--- src/rtl/fifo_frame_scheduler.sv ---
// fifo_frame_scheduler: flushes the sample FIFO to the UART TX as header/length/payload/checksum frames
module fifo_frame_scheduler #(
    parameter int MAX_PAYLOAD = 8,
    parameter int FLUSH_CYCLES = 1000,
    parameter logic [7:0] HEADER = 8'hA5
) (
    input  logic        clk,
    input  logic        reset,
    input  logic        fifo_empty,
    input  logic        fifo_full,
    input  logic [7:0]  fifo_rd_data,
    output logic        fifo_read,
    output logic [7:0]  tx_data,
    output logic        tx_valid,
    input  logic        tx_ready,
    output logic        busy,
    output logic [15:0] frame_count
);
    localparam int TW = $clog2(FLUSH_CYCLES + 1);
    typedef enum logic [2:0] {IDLE, LOAD, HDR, LEN, PAY, CHK} state_t;
    state_t state, nxt;
    logic [TW-1:0] timer;
    logic [3:0] n, idx, idx_nxt;
    logic [7:0] csum, data_nxt;
    logic [7:0] mem [16];
    logic accept, trigger;
    assign accept = tx_valid && tx_ready;
    assign trigger = !fifo_empty && (fifo_full || timer == TW'(FLUSH_CYCLES - 1));
    assign fifo_read = state == LOAD && !fifo_empty && n < 4'(MAX_PAYLOAD);
    assign busy = state != IDLE;
    always_comb begin
        nxt = state;
        idx_nxt = idx;
        case (state)
            IDLE: nxt = trigger ? LOAD : IDLE;
            LOAD: nxt = (fifo_empty || n == 4'(MAX_PAYLOAD - 1)) ? HDR : LOAD;
            HDR: nxt = accept ? LEN : HDR;
            LEN: nxt = accept ? PAY : LEN;
            PAY: begin
                nxt = (accept && idx == n - 4'd1) ? CHK : PAY;
                idx_nxt = accept ? idx + 4'd1 : idx;
            end
            default: nxt = accept ? IDLE : CHK;
        endcase
        // tx_data is loaded with the byte of the state being entered, so it is stable while stalled
        data_nxt = nxt == HDR ? HEADER :
                   nxt == LEN ? {4'b0, n} :
                   nxt == PAY ? mem[idx_nxt] :
                   nxt == CHK ? csum ^ {4'b0, n} : 8'h00;
    end
    always_ff @(posedge clk or posedge reset) begin
        if (reset) begin
            state <= IDLE;
            timer <= '0;
            n <= '0;
            idx <= '0;
            csum <= '0;
            tx_valid <= 1'b0;
            tx_data <= 8'h00;
            frame_count <= '0;
        end else begin
            state <= nxt;
            tx_valid <= nxt != IDLE && nxt != LOAD;
            tx_data <= data_nxt;
            idx <= idx_nxt;
            timer <= (state != IDLE || fifo_empty) ? '0 : timer + 1'b1;
            if (state == IDLE && trigger) begin
                n <= '0;
                idx <= '0;
                csum <= '0;
            end
            if (fifo_read) begin
                n <= n + 4'd1;
                csum <= csum ^ fifo_rd_data;
            end
            if (state == CHK && accept)
                frame_count <= frame_count + 16'd1;
        end
    end
    always_ff @(posedge clk)
        if (fifo_read)
            mem[n] <= fifo_rd_data;
endmodule

--- config.mk ---
export PLATFORM = sky130hd
export DESIGN_NAME = fifo_frame_scheduler
export DESIGN_NICKNAME = d
export VERILOG_FILES = /design/src/rtl/fifo_frame_scheduler.sv
export SDC_FILE = /design/constraint.sdc
export NUM_CORES = 1
export LEC_CHECK = 0
export BUFFER_PORTS_ARGS = -buffer_cell sky130_fd_sc_hd__buf_2
export CAP_MARGIN = 20
export CORE_AREA = 2 2 131 133
export CTS_CLUSTER_SIZE = 30
export DETAILED_ROUTE_END_ITERATION = 10
export DIE_AREA = 0 0 133 135
export PLACE_DENSITY = 0.73
export SYNTH_ARGS = -nofsm -noshare
export SYNTH_HDL_FRONTEND = slang
export SYNTH_SLANG_ARGS = --single-unit
--- constraint.sdc ---
create_clock -name clk -period 3.7 [get_ports clk]
set_input_delay 0.74 -clock clk [delete_from_list [all_inputs] [get_ports clk]]
set_output_delay 0.74 -clock clk [all_outputs]
set_load 0.02 [all_outputs]
==> impl_results.md <==
- Status: complete, no violations
- Top FF cell, synth: edfxtp_1
- P_int: 4360 uW
- Max Cap Violations: 0
- Switching power: 2110 uW
- CTS Buf Count: 17
- RSZ-0062 raised after global routing: no
- Post-detail-place hpwl: 13500 um
- GRT Residual Overflow: 0
- First-pass GRT wire length: 32800 um
- Vert. Die Dim: 135 um
- DRC viols: 0
- DR WL met3: 1170 um
- CP Max Fanout: 17
- Clk_skew: 0.00802 ns
- N_diodes: 0
- Largest net degree at the start of global routing: 53
- Area contributors post-synth: edfxtp_1 42%, dfrtp_1 15%, mux4_2 8.7%
- Share of cells above drive strength 1: 17.3%
- Buffer count from post-CTS setup fixing: 0
- Yosys reg bits: 182
- Minimum clock period: 2.93 ns
- Metal2 WL: 9760 um
- Final Max Tran Viols: 0
- Row Count: 47
- Core Area: 16400 um^2
- Synth area leader: edfxtp_1
- Register share of total power: 40.5%
- Count of final hold-check violations: 0
- CTS tree: yes
- Mapped Area: 9100 um^2
- Worst Tran Pin Value: 0.912 ns
- Fmax: 342 MHz
- Pwr Total: 6460 uW
- Gates resized, CTS repair: 0
- Wire per inst: 20.2 um
- Ys Warns: 0
- Critical Path AT: 2.19 ns
- Register area share after synthesis: 57.1%
- Root Driver: clkbuf_16
- Yosys top cell area share: 42.3%
- IR drop worst, VDD: 0.574 mV
- Fin Setup TNS: 0 ns
- DRT Wirelength: 20300 um
- # IOs: 40
- Fin crit share: 79.1%
- Hold buffers post-CTS: 0
- Initial Util: 55.4%
- Die width: 133 um
- Clock sinks: 182
- Initial antenna violation count: 0
- Most frequent cells in the layout: 128 x edfxtp_1, 64 x conb_1, 61 x mux2i_1
- Combinational share of power: 31.6%
- Top layer in use: met4
- CTS clk-pin slew, worst paths: 0.06 ns
- Area of the multi-input gates: 3880 um^2
- Fillcell total: 1260
- Worst Hold Class: reg -> reg
- Switching portion of total power: 32.6%
- Final nets: 792
- Met1 wire length: 8740 um
- Leakage: 0.00385 uW
- DR vias: 6112
- CP Capture Type: output pin
- Avg Inst Size Synth: 13.4 um^2
- Hold Crit Depth: 1
- Crit Path Class: reg -> out
- Area growth, synth to finish: 13.3%
- Async set or reset register ratio after synthesis: 29.7%
- Clk Latency, worst-skew pair: 0.43 ns
- First DRT Iteration DRCs: 631
- Final setup viols: 0
- Clk network pwr share: 27.9%
- GP Congestion: 0.927
- Reg area: 5200 um^2
- Gr usage total: 23.8%
- CP Launch Type: register
- CP Data Required Time: 2.96 ns
- Reg2Reg Depth: 8
- DR vias/cell: 6.09
- Relative slew margins: 39.1%
- Number of flops mapped to enable cells by yosys: 128
- Most common cell after layout, fill and taps aside: edfxtp_1
- Vias in the first global route: 6144
- Die Footprint: 18000 um^2
- Library cells used by synthesis: 61
- Drt pass-1 iters: 6
- Synth Instances: 681
- PwrDens: 627 nW/um^2
- H-tree depth: 4
- ANT nets after route: 0
- Port Buffer Count: 39
- CTS Buffer Depth: 2
per-stage QoR:
| stage | hold slack [ns] | instance area [um^2] | worst slack (ns) | instances | util [%] |
|---|---|---|---|---|---|
| CTS | 0.470 | 10300 | 0.808 | 1004 | 62.8 |
| global route | 0.486 | 10300 | 0.684 | 1004 | 62.8 |
| detailed placement | 0.460 | 9720 | 0.839 | 972 | 59.2 |
| floorplan | 0.425 | 9330 | 1.13 | 744 | - |
| finish | 0.470 | 10300 | 0.774 | 1004 | 62.8 |
| global placement | 0.445 | 9720 | 0.877 | 972 | 59.2 |
cell families after synthesis:
family	after synthesis	share of synthesized area (%)
other cells	1	0.0412
xor+xnor	46	4.43
flops	182	57.1
compound gates	96	7.43
fa+ha+maj	8	1.10
simple gates	184	10.1
buf+inv	57	2.89
mux	107	16.9
Yosys cell counts (all sizes together), types with 7 or more instances:
master,n
edfxtp,128
or3,7
nand4,10
o21ai,13
o22ai,20
nor2,48
buf,24
and3,10
and4,8
a21oi,10
dfrtp,54
a211oi,7
nor4,8
mux2,10
nor3,9
o31ai,7
a31oi,7
mux2i,61
xor2,22
nand3,18
nand2,49
mux4,36
inv,12
xnor2,24
ha,8
clkbuf,20
worst max-delay path, stage by stage (launching register included):
cell and delay (ns):
dfrtp_1 0.52, or4_1 0.66, clkinv_1 0.33, buf_2 0.25
area by class of cell:
cell class	count	area share (%)
clock buffer	17	4.13
clock inverter	15	1.58
inverter	13	0.474
multi-input combinational	505	37.6
sequential	182	50.4
tap	220	2.67
timing repair buffer	52	3.08
power by group through the flow:
stage,clock network (uW),logic [uW],registers (uW)
6_report,1800,2040,2620
5_1_grt,1910,2190,2640
4_1_cts,1830,2030,2610
3_5_place_dp,0,2010,2650
3_3_place_gp,0,1980,2640
2_1_floorplan,0,1550,2600
flip-flops by register name, summed over array words and instances (netlist names):
name,count
frame_count,16
tx_data,8
idx,4
state,3
timer,10
n,4
tx_valid,1
csum,8
mem,128
path summary, 6_finish.rpt:
check	from	end	slack, ns
max in group asynchronous	reset	csum[5]	2.46
min reg2reg	frame_count[15]	frame_count[15]	0.47
max	state[2]	fifo_read	0.77
min in group asynchronous	reset	frame_count[2]	0.52
min	frame_count[15]	frame_count[15]	0.47
max reg2reg	idx[0]	tx_data[7]	0.78
metal layers:
metal / GRT usage [%] / up-vias
met5: 0 / -
met4: 9.98 / 0
met3: 4.50 / 54
met2: 38.5 / 234
met1: 32.0 / 3082
li1: - / 2742
Note: power is estimated with default switching activity, not from simulation.
